===== src/rtl/seq_detect_prog.sv =====
// Runtime-programmable serial bit-pattern detector with Mealy match pulse,
// overlap/non-overlap modes and a saturating match counter.
module seq_detect_prog #(
    parameter int                 MAX_LEN     = 8,
    parameter int                 CNT_W       = 8,
    parameter logic [MAX_LEN-1:0] RST_PATTERN = 8'b0000_0110,
    parameter int                 RST_LEN     = 4,
    parameter logic               RST_OVERLAP = 1'b0,
    localparam int                LW          = $clog2(MAX_LEN+1)
) (
    input  logic               clk,
    input  logic               rstn,
    input  logic               cfg_load,
    input  logic [MAX_LEN-1:0] cfg_pattern,
    input  logic [LW-1:0]      cfg_len,
    input  logic               cfg_overlap,
    input  logic               in_valid,
    input  logic               in,
    output logic               match,
    output logic [CNT_W-1:0]   match_count,
    output logic               cfg_err
);

    logic [MAX_LEN-1:0] pat_q, pat_d;
    logic [LW-1:0]      len_q, len_d;
    logic               ovl_q, ovl_d;
    logic [MAX_LEN-1:0] hist_q, hist_d;
    logic [LW-1:0]      fill_q, fill_d;
    logic [CNT_W-1:0]   count_q, count_d;
    logic               cfg_err_q, cfg_err_d;

    logic               accept;
    logic [MAX_LEN-1:0] cand;
    logic [MAX_LEN-1:0] len_mask;
    logic               fill_ok;
    logic               match_int;

    always_comb begin
        accept    = in_valid & ~cfg_load;
        cand      = {hist_q[MAX_LEN-2:0], in};
        len_mask  = '0;
        for (int i = 0; i < MAX_LEN; i++) begin
            len_mask[i] = (LW'(i) < len_q);
        end
        fill_ok   = (({1'b0, fill_q} + 1'b1) >= {1'b0, len_q});
        match_int = accept & ~cfg_err_q & fill_ok &
                    ((cand & len_mask) == (pat_q & len_mask));
    end

    // Config load wins over data; a non-overlapping match consumes its bits
    // by clearing fill, which masks whatever stale bits remain in hist.
    always_comb begin
        pat_d     = pat_q;
        len_d     = len_q;
        ovl_d     = ovl_q;
        hist_d    = hist_q;
        fill_d    = fill_q;
        count_d   = count_q;
        cfg_err_d = cfg_err_q;
        if (cfg_load) begin
            pat_d     = cfg_pattern;
            len_d     = cfg_len;
            ovl_d     = cfg_overlap;
            hist_d    = '0;
            fill_d    = '0;
            count_d   = '0;
            cfg_err_d = (cfg_len == '0) || (cfg_len > LW'(MAX_LEN));
        end else if (accept) begin
            hist_d = {hist_q[MAX_LEN-2:0], in};
            if (match_int && !ovl_q) begin
                fill_d = '0;
            end else if (fill_q != LW'(MAX_LEN)) begin
                fill_d = fill_q + 1'b1;
            end
            if (match_int && (count_q != '1)) begin
                count_d = count_q + 1'b1;
            end
        end
    end

    always_ff @(posedge clk or negedge rstn) begin
        if (!rstn) begin
            pat_q     <= RST_PATTERN;
            len_q     <= LW'(RST_LEN);
            ovl_q     <= RST_OVERLAP;
            hist_q    <= '0;
            fill_q    <= '0;
            count_q   <= '0;
            cfg_err_q <= 1'b0;
        end else begin
            pat_q     <= pat_d;
            len_q     <= len_d;
            ovl_q     <= ovl_d;
            hist_q    <= hist_d;
            fill_q    <= fill_d;
            count_q   <= count_d;
            cfg_err_q <= cfg_err_d;
        end
    end

    assign match       = match_int & rstn;
    assign match_count = count_q;
    assign cfg_err     = cfg_err_q;

endmodule


===== config.mk =====
export PLATFORM = sky130hd
export DESIGN_NAME = seq_detect_prog
export DESIGN_NICKNAME = d
export VERILOG_FILES = /design/src/rtl/seq_detect_prog.sv
export SDC_FILE = /design/constraint.sdc
export NUM_CORES = 1
export LEC_CHECK = 0
export BUFFER_PORTS_ARGS = -buffer_cell sky130_fd_sc_hd__buf_2
export CORE_MARGIN = 1.5
export CORE_UTILIZATION = 55
export DETAILED_ROUTE_END_ITERATION = 7
export PLACE_DENSITY = 0.78
export SLEW_MARGIN = 0
export SYNTH_ARGS = -nofsm -noshare
export SYNTH_HDL_FRONTEND = slang
export SYNTH_SLANG_ARGS = --single-unit

===== constraint.sdc =====
create_clock -name clk -period 2.55 [get_ports clk]
set_input_delay 0.255 -clock clk [delete_from_list [all_inputs] [get_ports clk]]
set_output_delay 0.255 -clock clk [all_outputs]
set_load 0.05 [all_outputs]

# Word-level counts from Yosys, hierarchy flattened
# Cells that the tools add are included.
# totals
regBits	33
out_inout_bits	10
elab_cells	51
# op_classes
n_addsub	3
order_cmp	10
eq_ne	3
mux	9
bitwise	9
n_reduce_logical	10
# op_table
op	n
$mux 8	3
$and 8x8->8	2
$lt 3x4->1 const A	4
$mux 4	4
$mux 7	2
$add 8x1->8 const B	1
$eq 8x8->1	1
$lt 1x4->1 const A	2
$lt 2x4->1 const A	2
$ne 8x8->1 const B	1
$add 4x1->5 const B	1
$and 1x1->1	5
$ge 5x4->1	1
$add 4x1->4 const B	1
$gt 4x4->1 const B	1
$logic_not 4->1	1
$ne 4x4->1 const B	1
$reduce_and 2->1	2
$reduce_bool 2->1	2
$reduce_bool 3->1	1
$logic_and 1x1->1	2
$not 1->1	2
$logic_not 1->1	1
$logic_or 1x1->1	1

# Logic depth before layout (Yosys ltp)
# Gate-level depths: netlist of the first run.
# logic_depth
depth_word	9
mapped_depth	9
depth_no_buf	8

# Least setup slack after synthesis of the first run
# OpenSTA, ideal clock, no wires.
# synth_path
path_type	register -> output
start	register fill_q[0]
end	output match
arrival_ns	2.023
required_ns	2.295
slack_ns	0.272
path_stages_with_launch	8
n_path_buf	0
path_cell_list	dfrtp_1 > ha_1 > xor2_1 > ha_1 > o21ai_0 > o21ai_1 > nand3_1 > nor2_1
# synth_via
elab_chain_len	5
# synth_rtl
element	line_no	rtl
start, declared	28	logic [LW-1:0] fill_q, fill_d;
start signal, assigned	95	fill_q <= fill_d;
$add 4x1->5	45	fill_ok = (({1'b0, fill_q} + 1'b1) >= {1'b0, len_q});
$ge 5x4->1	45	
$and 1x1->1 (2 in series)	46	match_int = accept & ~cfg_err_q & fill_ok &
$and 1x1->1	101	assign match = match_int & rstn;
end, declared	19	output logic match,
# Every way passes these cells.

# Worst setup path in the final report of the first run
# Same ends and word-level chain as after synthesis.

==> results.md, run 1 <==
Critical path:
- The critical path goes through ha_2 > xor2_1 > ha_1 > o21ai_0 > o21ai_2 > nand3_2 > nor2_1 > buf_6.
- On the critical path, the stage with the largest delay is an instance of dfrtp_1.
- The register-to-register setup slack is 0.17 ns.
- The type of the setup path with the least slack is flop to primary output.
- Counting cells, the worst reg-to-reg path comes to 8.
- The destination of the worst register-to-register timing path is match_count[5].
- Of all nets on the critical path, the largest fanout is 4.
- The worst reg2reg path startpoint is fill_q[0].
- The endpoint class of the critical path is a primary output.
- Tracing the worst setup path back leads to its startpoint at fill_q[0].
- Data arrives at the worst endpoint at 2.17 ns.
- The worst setup path is launched from a flop.
- On the worst path, the slowest cell contributes a delay of approximately 0.43 ns.
- The capture point of the worst path is match.
- The endpoint required time on the critical path is 2.30 ns.

Clock network:
- The clock transition at the registers of the reported paths is 0.11 ns.
- The number of buffers on the longest clock path is 2.
- The number of clock buffers added by TritonCTS is 5.
- The deepest level of the CTS H-tree is 2.
- The count of clock tree sinks is 33.
- The tree is rooted in a clkbuf_4.
- TritonCTS built the clock tree.
- The clock latency at the later pin of the worst-skew pair is about 0.33 ns.

Placed design:
- Routability-driven placement finished with a final weighted congestion of around 0.87.
- The post-DP HPWL is 2.440 mm.
- Including well taps, the total number of placed cells is 236.
- The number of I/O port buffers is 27.
- The placed instances occupy a cell area of 1927 um^2.

Finish:
- The post-route standard cell area excluding fillers is 2019 um^2.
- The signed area change from the synthesized netlist to the final layout is 16.70%.
- The share of layout cells above drive strength 1 is 28.08%.
- The post-route non-filler standard cell count is 247.
- The count of antenna diodes in the layout is 0.
- The core occupancy in the finished layout is around 67%.
- For this run, the post-layout net count is 227.

STA:
- The relative slew slack is 73.01%.
- After layout, the worst path uses 94.93% of the clock period.
- The max-slew violation count was 0.
- The maximum achievable frequency is 0.4131 GHz.
- For the pin with the worst max-slew slack, the measured transition is 0.4049 ns.
- Setup violations remaining at the end of the flow were counted as 0.
- The minimum period implied by the final worst setup slack is 2.421 ns.
- The clock skew is 0.01695 ns.
- The final hold slack is 0.1490 ns.
- The total count of hold-check failures in the final report is 0.

Global route:
- The overflow left after global routing is 0.
- Entering global routing, the biggest net connects 38 pins.
- The number of antenna violations at the first check in global routing is 0.
- The number of global-route vias before repair is about 1400.
- Global routing consumed, over all layers together, 22.18% of the routing resources.
- The first global-routing pass estimated roughly 5.7 mm of wire.

Power:
- The power density over cell area is 516.3 nW/um^2.
- The worst-case IR drop observed on VDD is 0.3206 mV.
- The static leakage is approximately 0.9 nW.

Logic synthesis:
- By count the netlist is led by dfrtp_1 (30), nor2_1 (15), xnor2_1 (11).
- The net count after synthesis is 192.
- Counting flops with a built-in enable in the synthesized netlist gives 0.
- Sequential elements use 47.94% of the synthesized area.
- Counting flops with an async set or reset pin after synthesis yields a share of 100.0%.
- Yosys printed 0 warnings.
- After technology mapping, the gate count stands at 167.
- The cell area after synthesis is 1730 um^2.
- The portion of synthesized cell area occupied by the leading cell type is 43.38%.
- The leading cell type by number of instances after synthesis is dfrtp_1.
- The post-synthesis sequential element count is 33.
- After synthesis, the mean cell area works out to 10.36 um^2.
- In the synthesized netlist the dominant register cell turns out to be dfrtp_1.
- In the post-synthesis netlist, the biggest area contributors are dfrtp_1 (43%), mux2_2 (6.5%), xnor2_1 (5.6%).
- The largest total area in the synthesized netlist belongs to dfrtp_1.
- Synthesis instantiated 36 different standard cells from the library.

Detailed routing:
- After detailed routing, the number of remaining DRC violations is 0.
- The number of antenna-violating nets in the routed design is 0.
- In the final routed layout, each cell accounts on average for 14.14 um.
- For this block, the routed nets add up to 3.493 mm of wire.
- The first-pass iteration count of the detailed router is 4.
- The detailed router's first-iteration violation count is 72.
- Across all layers, the routed design uses 1370 vias.
- Using the TritonRoute via totals, the vias-per-cell ratio works out to between 5 and 6.

Die:
- The core region is 3028 um^2.
- The die span in y is between 50 and 60 um.
- The die span in x is 59.09 um.
- Pin placement for this block handled 28 I/O pins.
- The starting density of the core is 57.15%.
- The floorplan die area is about 3500 um^2.
- The count of standard-cell rows is 20.

Hold path:
- The worst hold path belongs to the class input pin to flop.
- The startpoint identified for the worst hold timing path is cfg_overlap.

Job:
- The number of max-cap violations is 0.

Outcome:
- The flow ran to the end, and the final reports show no timing, DRC or antenna violations.
## layout make-up
class / count / area (um^2)
Timing Repair Buffer: 33 / 188.9
Fill cell: 245 / 1008
Multi-Input combinational cell: 122 / 868.3
Tap cell: 44 / 55.05
Inverter: 7 / 26.28
Clock inverter: 2 / 10.01
Sequential cell: 33 / 829.5
Clock buffer: 6 / 41.29
## metrics by stage
step	setup WS [ns]	TNS [ns]	power [W]
floorplan	0.2720	0	0.0006989
global placement	0.2122	0	0.0007468
detailed placement	0.1330	0	0.0007583
CTS	0.05179	0	0.001041
global route	-0.004210	-0.004210	0.001100
finish	0.1293	0	0.001043
## flip-flops by register name (all words and copies together) (netlist names)
name,count
cfg_err,1
ovl_q,1
hist_q,7
pat_q,8
fill_q,4
match_count,8
len_q,4
## worst max-delay path: cells and delay by family (launching register included)
kind                       cells  cell delay [ns]
AOI/OAI and AO/OA              2             0.31
xor gates and xnor gates       1             0.16
adders and majority gates      2             0.52
buffers and inverters          1             0.17
DFF                            1             0.43
and+or+nand+nor                2             0.25
## kinds of logic (layout without fill, tap and decap cells)
group,Yosys count,after routing,synth area share (%)
AO/OA/AOI/OAI,31,31,10.77
XOR/XNOR,13,13,6.580
adder cells (fa/ha/maj),7,7,5.061
buffers and inverters,13,48,2.892
flip-flops,33,33,47.94
multiplexers,19,19,11.71
AND/OR/NAND/NOR,51,52,15.04
## worst min path at each step
stage | cells after the start | to | slack (ns)
after floorplan | 0 | cfg_err | -0.04
after global placement | 2 | fill_q[3] | 0.31
after detailed placement | 2 | fill_q[3] | 0.32
after CTS | 2 | pat_q[5] | 0.14
after global routing | 2 | pat_q[5] | 0.12
final | 2 | ovl_q | 0.15
## power breakdown
part / total [W] / internal [W] / switching [W]
sequential: 0.000586 / 0.000555 / 0.0000311
clock: 0.000280 / 0.000105 / 0.000175
combinational: 0.000176 / 0.0000828 / 0.0000935
total: 0.00104 / 0.000743 / 0.000299
## cells in the final DEF, fill, tap and decap left out, types with 4 or more instances in the layout
master / instances
buf_2: 26
a21oi_1: 9
nand2_1: 7
mux2_2: 10
mux2i_1: 9
clkbuf_4: 5
inv_1: 7
xnor2_1: 11
ha_1: 6
nor3_1: 6
dfrtp_1: 30
o21ai_0: 7
nor2_1: 15
or3_1: 4
nand3_1: 4
buf_4: 5
## metal layers
metal	global-route usage, %	vias to the layer above	wire length [um]
met5	0	-	0
met4	13.31	0	113
met3	5.459	13	146
met2	37.46	41	1756
met1	25.25	651	1477
li1	-	665	-
## repair_timing
| item | CTS | global route |
|---|---|---|
| hold endpoints to repair | 30 | 0 |
| buffers inserted | 0 | 1 |
| hold buffers | 1 | 0 |
| endpoints found under the setup margin | 0 | 4 |
| resized for setup | 0 | 6 |
(Power assumes the default switching activity.)
==> run 2: changes to the inputs <==
Settings changed: ABC_AREA set to 1, CAP_MARGIN set to 25, PLACE_DENSITY 0.78 to 0.77.
==> run 2 against run 1 <==
  * Sequential share of layout area fell by 2.4 points
  * Area after synthesis rose by 7.7%
  * Clock skew fell by 0.0021 ns
  * Highest routed layer unchanged
  * Critical endpoint unchanged
  * Largest cell class unchanged
  * Critical path depth rose by 4
  * Non-clock buffer count fell by 1
  * Fmax fell by 1.1%
  * Core utilization rose by 1.9 points
  * Final cell count rose by 32%
  * Via count rose by 20%
  * Wire length rose by 13%
  * Setup slack got worse by 0.026 ns
==> results.md, run 2 <==
Outcome:
- The flow ran to the end, and the final reports show no timing, DRC or antenna violations.

Global route:
- The number of global-route vias before repair came to 1498 (+11%).
- The overflow left after global routing is 0 (unchanged).
- The wire length of the first global-routing pass came to 6.568 mm (+14%).
- The overall global routing resource usage is 24.12% (+1.9 points).
- The number of antenna violations at the first check in global routing is 0 (unchanged).
- The largest net degree at the start of global routing is 34 (-11%).

Power:
- The largest vdd supply drop is 0.3688 mV (+15%).
- The power density over cell area was 556.1 nW/um^2 (+7.7%).
- The static leakage came to 1.095 nW (+18%).

Logic synthesis:
- In the synthesized netlist, the cells that appear most often are nand2_1 (89), inv_1 (32), dfrtp_1 (30).
- Summed over all instances, the cell type with the most area after synthesis is dfrtp_1.
- The sequential cell area fraction in the yosys report is 44.50% (-3.4 points).
- The cell area after synthesis is 1864 um^2 (+7.7%).
- The leading cell type by number of instances after synthesis is nand2_1.
- The number of distinct library cells after synthesis is 28 (-22%).
- The share of flip-flops with an asynchronous set or reset after synthesis is 100.0% (unchanged).
- The synthesis warning total is 0 (unchanged).
- The net count after synthesis was 273 (+42%).
- The portion of synthesized cell area occupied by the leading cell type was 40.27% (-3.1 points).
- The post-synthesis sequential element count is 33 (unchanged).
- The average footprint of a synthesized cell was 7.517 um^2 (-27%).
- The number of enable flip-flop cells after synthesis is 0 (unchanged).
- For this run, the leading register cell type out of synthesis is dfrtp_1.
- Sorting the synthesized cells by area gives the leading types as dfrtp_1 (40%), nand2_1 (18%), inv_1 (6.4%).
- The gate count after technology mapping is 248 (+49%).

Clock network:
- TritonCTS built the clock tree.
- The number of clock buffers inserted by TritonCTS is 5 (unchanged).
- The clock latency at the later pin of the worst-skew pair is 0.34 ns (about the same).
- The root buffer cell chosen for the clock tree is clkbuf_4.
- The number of buffers on the longest clock path is 2 (unchanged).
- The count of clock tree sinks is 33 (unchanged).
- The deepest level of the CTS H-tree was 2 (unchanged).
- The clock transition at the registers of the reported paths came to 0.11 ns (about the same).

Hold path:
- The type of the tightest min-delay check is input pin to flop.

STA:
- The clock skew is 0.01485 ns (-0.002096 ns).
- The final worst-path cycle share is 95.96% (+1.0 points).
- The final hold slack is 0.1182 ns (-0.03077 ns).
- The max-slew violation count is 0 (unchanged).
- The minimum setup slack in the final design is 0.1029 ns (-0.02637 ns).
- The minimum period implied by the final worst setup slack is 2.447 ns (+0.02637 ns).
- The setup-violating endpoint count in the final report is 0 (unchanged).
- The maximum achievable frequency was 0.4087 GHz (-1.1%).
- The total count of hold-check failures in the final report is 0 (unchanged).
- The worst-margin pin slew is 0.4460 ns (+0.04111 ns).
- The relative slew slack is 70.04% (-3.0 points).
- Setup repair after global routing could not meet its margin everywhere.

Die:
- The placeable core area was 3128 um^2 (+3.3%).
- The die span in x is 61.22 um (+3.6%).
- The starting density of the core was 59.60% (+2.5 points).
- The floorplan die area is 3748 um^2 (+7.3%).
- The count of standard-cell rows was 20 (unchanged).
- The die span in y was 61.22 um (+3.6%).
- The number of placed I/O pins is 28 (unchanged).

Critical path:
- The endpoint arrival time on the critical path is 2.19 ns (+0.02 ns).
- STA classifies the critical path endpoint as a primary output.
- The maximum fanout count along the critical path is 4 (unchanged).
- By startpoint and endpoint, the worst setup path is classified as flop to primary output.
- The register-to-register setup slack is 0.23 ns (+0.06 ns).
- The signal on the critical path passes through ha_2 > xor2_1 > ha_1 > nand2_1 > inv_1 > nand2_1 > nand2_1 > nand2_1 > nand2_1 > nand2_2 > nor3b_2 > buf_6.
- The critical path's largest stage delay is 0.43 ns (about the same).
- The worst setup path is launched from a flop.
- The endpoint required time on the critical path is 2.30 ns (about the same).
- The cell that appears most often on the critical path is nand2_1.
- The master of the slowest instance on the critical path is dfrtp_1.

Finish:
- The share of layout cells above drive strength 1 came to 19.43% (-8.6 points).
- The signed area change from the synthesized netlist to the final layout is 15.17%.
- The final-stage net count is 307 (+35%).
- The library cell used most frequently in the layout, excluding fill and tap cells, is nand2_1.
- The library cells used most frequently in the layout, excluding fill and tap cells, are nand2_1 (88), inv_1 (32), dfrtp_1 (30), buf_2 (26), o21ai_0 (18).
- The post-route standard cell area excluding fillers is 2147 um^2 (+6.3%).
- The number of inserted filler cells in the final layout came to 276 (+13%).
- The count of antenna diodes in the layout came to 0 (unchanged).

Detailed routing:
- The average routed wire per standard cell is 12.06 um (-15%).
- The first-pass iteration count of the detailed router came to 4 (unchanged).
- The length of routed met2 wiring is 1.819 mm (+3.6%).
- The DRC violation count after routing came to 0 (unchanged).
- The detailed router's first-iteration violation count is 145 (+100%).
- The number of antenna-violating nets in the routed design is 0 (unchanged).
- The vias after detailed routing is 1643 (+20%).
- The total routed wire length on the met1 layer was 1.838 mm (+24%).
- The via count normalized by instance count is 5.024 (-9.4%).
- The detailed route wirelength on metal3 is 242 um (+66%).
- The total length of routed wires came to 3.943 mm (+13%).
- In this run the top signal layer used is met4.

Placed design:
- The placement-stage cell area came to 2048 um^2 (+6.3%).
- The worst setup timing slack at the placement stage is 0.2972 ns (+0.1642 ns).
- The number of I/O port buffers is 27 (unchanged).
- The post-DP HPWL is 2.870 mm (+18%).
- The weighted congestion at the end of routability-driven global placement was 0.8784 (+0.83%).

Job:
- The number of max-cap violations was 0 (unchanged).
==> run 2: kinds of logic (layout without fill, tap and decap cells) <==
family / count (synthesis) / after routing / synth area share, %
AND/OR/NAND/NOR: 132 / 132 / 30.67
adder cells (fa/ha/maj): 7 / 7 / 4.698
buffers and inverters: 39 / 74 / 8.523
XOR/XNOR: 4 / 4 / 1.879
AO/OA/AOI/OAI: 33 / 33 / 9.732
flip-flops: 33 / 33 / 44.50
==> run 2: per-stage QoR <==
stage / setup TNS [ns] / instances / util (%) / power (W)
after floorplan: 0 / 248 / - / 0.0007885
after global placement: 0 / 316 / 65.48 / 0.0008562
after detailed placement: 0 / 316 / 65.48 / 0.0008642
after CTS: 0 / 326 / 68.24 / 0.001184
after global routing: -0.04439 / 327 / 68.64 / 0.001268
final: 0 / 327 / 68.64 / 0.001194
==> run 2: final timing paths <==
| kind | to | from | cells after the start |
|---|---|---|---|
| setup / recovery | match | fill_q[1] | 12 |
| hold reg to reg | fill_q[3] | fill_q[3] | 2 |
| max in group asynchronous | pat_q[2] | rstn | 3 |
| setup reg to reg | fill_q[2] | fill_q[1] | 17 |
| min in group asynchronous | fill_q[0] | rstn | 3 |
| hold / removal | ovl_q | cfg_overlap | 3 |
==> run 2: layout make-up <==
type	count	area, um^2	area share [%]
inverters	34	132.6	6.177
flip-flops and latches	33	829.5	38.64
repair buffers	32	181.4	8.450
clock inverters	1	7.507	0.3497
well taps	44	55.05	2.564
multi-input cells	176	885.9	41.26
clock buffers	7	55.05	2.564
==> run 2: power breakdown <==
part / internal [W] / switching, W / leakage (nW)
registers: 0.000563 / 0.0000326 / 0.425
clock network: 0.000135 / 0.000182 / 0.0315
logic: 0.000106 / 0.000175 / 0.638
==> run 2: worst max-delay path: cells and delay by family, from the launching register on <==
| family | cells | cell delay, ns |
|---|---|---|
| fa+ha+maj | 2 | 0.52 |
| simple gates | 7 | 0.49 |
| flops | 1 | 0.43 |
| buf+inv | 2 | 0.22 |
| xor+xnor | 1 | 0.18 |
==> run 2: what timing repair did <==
item | 4_1_cts | 5_1_grt
buffers inserted | 1 | 1
setup endpoints to repair | 1 | 1
hold endpoints to repair | 4 | 0
hold buffers | 1 | 0
pin swaps | 0 | 4
gates resized for setup | 2 | 2
==> run 2: metal layers <==
| metal | vias to the layer above | GRT usage [%] |
|---|---|---|
| met5 | - | 0 |
| met4 | 0 | 8.075 |
| met3 | 5 | 5.672 |
| met2 | 43 | 37.08 |
| met1 | 743 | 33.69 |
| li1 | 852 | - |
==> run 3: changes to the inputs <==
Settings changed: CAP_MARGIN 25 to 10, RECOVER_POWER set to 100.
==> run 3 against run 2 <==
  * Count of clock-buffer cells in the layout unchanged
  * Largest cell class unchanged
  * The run now ends with capacitance limit, slew limit left
  * Final cell count unchanged
  * Combinational power down 1%
  * Clock skew up 0.0013 ns
  * Wire length up 0.46%
  * Core utilization down 0.92 points
  * Setup slack about the same
  * Sequential power about the same
  * Global-route usage unchanged
  * Fmax about the same
  * Sequential share of layout area up 0.52 points
  * First-iteration DRC count down 6.9%
==> results.md, run 3 (same netlist as run 2, synthesis figures left out) <==
Hold path:
- The type of the tightest min-delay check is input pin to flop.

Die:
- The placeable core area came to 3128 um^2 (unchanged).
- The die span in y was 61.22 um (unchanged).
- The count of standard-cell rows is 20 (unchanged).
- The die span in x is 61.22 um (unchanged).
- The starting density of the core is 59.60% (unchanged).
- The number of placed I/O pins is 28 (unchanged).
- The floorplan die area is 3748 um^2 (unchanged).

Critical path:
- The maximum fanout count along the critical path came to 4 (unchanged).
- The number of buffer and inverter stages on the critical path was 2 (unchanged).
- The critical path goes through ha_2 > xor2_1 > ha_1 > nand2_1 > inv_1 > nand2_1 > nand2_1 > nand2_1 > nand2_1 > nand2_2 > nor3b_2 > buf_6.
- The cell with the most instances on the worst path is nand2_1.
- STA classifies the critical path startpoint as a flop.
- The critical path's largest stage delay was 0.43 ns (about the same).
- The type of the setup path with the least slack is flop to primary output.
- The endpoint arrival time on the critical path is 2.19 ns (about the same).
- The worst setup path is captured at a primary output.
- The endpoint required time on the critical path is 2.30 ns (about the same).
- On the critical path the largest part of the delay comes from adder cells.
- Among all stages on the critical path, the largest delay is contributed by dfrtp_1.

Detailed routing:
- The total length of routed wires was 3.961 mm (+0.46%).
- The vias after detailed routing is 1651 (+0.49%).
- The average routed wire per standard cell is 12.11 um (+0.46%).
- The first-pass iteration count of the detailed router is 4 (unchanged).
- The detailed router's first-iteration violation count is 135 (-6.9%).
- The number of antenna-violating nets in the routed design is 0 (unchanged).
- The DRC violation count after routing is 0 (unchanged).
- The via count normalized by instance count is 5.049 (+0.49%).

Global route:
- The overflow left after global routing came to 0 (unchanged).
- The overall global routing resource usage is 24.12% (unchanged).
- The number of global-route vias before repair came to 1498 (unchanged).
- The number of antenna violations at the first check in global routing came to 0 (unchanged).
- The largest net degree at the start of global routing came to 34 (unchanged).
- The wire length of the first global-routing pass is 6.568 mm (unchanged).

Clock network:
- The number of clock buffers inserted by TritonCTS is 5 (unchanged).
- The clock transition at the registers of the reported paths is 0.11 ns (about the same).
- The count of clock tree sinks is 33 (unchanged).
- The clock tree from TritonCTS is yes.
- The deepest level of the CTS H-tree was 2 (unchanged).
- The number of buffers on the longest clock path was 2 (unchanged).
- CTS placed an instance of clkbuf_4 at the clock tree root.
- The clock latency at the later pin of the worst-skew pair came to 0.34 ns (about the same).

STA:
- The setup-violating endpoint count in the final report is 0 (unchanged).
- Setup repair after global routing could not meet its margin everywhere.
- The final worst-path cycle share is 95.96% (about the same).
- The worst-margin pin slew is 1.721 ns (+1.275 ns).
- The summed negative setup slack over all endpoints came to 0 ns (unchanged).
- The max-slew violation count is 34 (+34).
- The total count of hold-check failures in the final report is 0 (unchanged).
- The clock skew is 0.01616 ns (+0.001306 ns).
- The relative slew slack is -14.72% (-85 points).
- The minimum period implied by the final worst setup slack is 2.447 ns (-0.000009000 ns).
- The maximum achievable frequency is 0.4087 GHz (about the same).
- The final hold slack is 0.1173 ns (-0.0009380 ns).

Finish:
- The top cell types in the final layout, fill and taps aside, are nand2_1 (89), inv_1 (32), dfrtp_1 (30), o21ai_0 (18).
- The core occupancy in the finished layout was 67.72% (-0.92 points).
- The number of inserted filler cells in the final layout came to 283 (+2.5%).
- The most common library cell in the layout ignoring fill and taps is nand2_1.
- The final-stage net count is 307 (unchanged).
- The signed area change from the synthesized netlist to the final layout is 13.62%.
- The share of layout cells above drive strength 1 was 13.78% (-5.7 points).
- The count of antenna diodes in the layout was 0 (unchanged).

Placed design:
- The number of I/O port buffers came to 27 (unchanged).
- The weighted congestion at the end of routability-driven global placement is 0.8784 (unchanged).
- The post-DP HPWL is 2.870 mm (unchanged).

Power:
- The largest vdd supply drop is 0.3683 mV (-0.13%).
- The power density over cell area came to 561.8 nW/um^2 (+1.0%).
- The static leakage is 1.043 nW (-4.8%).

Outcome:
- The checks that failed: capacitance limit, slew limit.
- The flow ran to the end, but the final reports show violations.

Job:
- The number of max-cap violations is 1 (+1).
-- run 3: worst paths after layout --
kind / start / to / slack, ns / cells past startpoint
worst max-delay path: fill_q[1] / match / 0.10 / 12
worst min-delay path: cfg_overlap / ovl_q / 0.12 / 3
worst max register to register: fill_q[1] / match_count[0] / 0.18 / 16
worst min register to register: fill_q[3] / fill_q[3] / 0.50 / 2
max in group asynchronous: rstn / cfg_err / 0.45 / 3
min in group asynchronous: rstn / len_q[3] / 1.10 / 3
-- run 3: report_power, final --
group	total (W)	internal (W)	switching, W
Clock	0.000317	0.000135	0.000182
Sequential	0.000596	0.000563	0.0000329
Combinational	0.000277	0.000102	0.000175
Total	0.00119	0.000800	0.000390
-- run 3: worst register-to-register path, stage by stage (launching register included) --
cell and delay (ns):
dfrtp_1 0.43, ha_2 0.21, xor2_1 0.18, ha_1 0.31, nand2_1 0.05, inv_1 0.04
nand2_1 0.04, nand2_1 0.05, nand2_1 0.04, nand2_1 0.07, nand2_2 0.07, buf_4 0.14
nor2_4 0.18, nand2_4 0.09, nand2_1 0.18, nand3_1 0.10, o21ai_0 0.10
-- run 3: repair_timing --
| action | in CTS | in global routing |
|---|---|---|
| hold buffers | 1 | 0 |
| endpoints found under the hold margin | 4 | 0 |
| pin swaps | 0 | 4 |
| resized for setup | 2 | 2 |
| buffers inserted | 1 | 1 |
| setup endpoints to repair | 1 | 1 |
-- run 3: cell type report --
class	count	area, um^2	area share (%)
Multi-Input combinational cell	176	878.3	41.46
Sequential cell	33	829.5	39.16
Timing Repair Buffer	32	160.2	7.561
Inverter	34	132.6	6.261
Clock buffer	7	55.05	2.599
Tap cell	44	55.05	2.599
Clock inverter	1	7.507	0.3544
-- run 3: through the flow --
stage | std cells | power (W) | setup WS, ns | instance area (um^2)
5_1_grt | 327 | 0.001264 | -0.04439 | 2118
4_1_cts | 326 | 0.001184 | 0.008245 | 2135
3_3_place_gp | 316 | 0.0008562 | 0.3652 | 2048
6_report | 327 | 0.001190 | 0.1029 | 2118
2_1_floorplan | 248 | 0.0007885 | 0.1598 | 1869
3_5_place_dp | 316 | 0.0008642 | 0.2972 | 2048
-- run 3: routing by layer --
| layer | vias to the layer above | GRT usage, % | share of wire (%) |
|---|---|---|---|
| met3 | 5 | 5.672 | 5.4 |
| met1 | 749 | 33.69 | 48 |
| li1 | 857 | - | - |
| met4 | 0 | 8.075 | 1.1 |
| met5 | - | 0 | 0 |
| met2 | 40 | 37.08 | 46 |
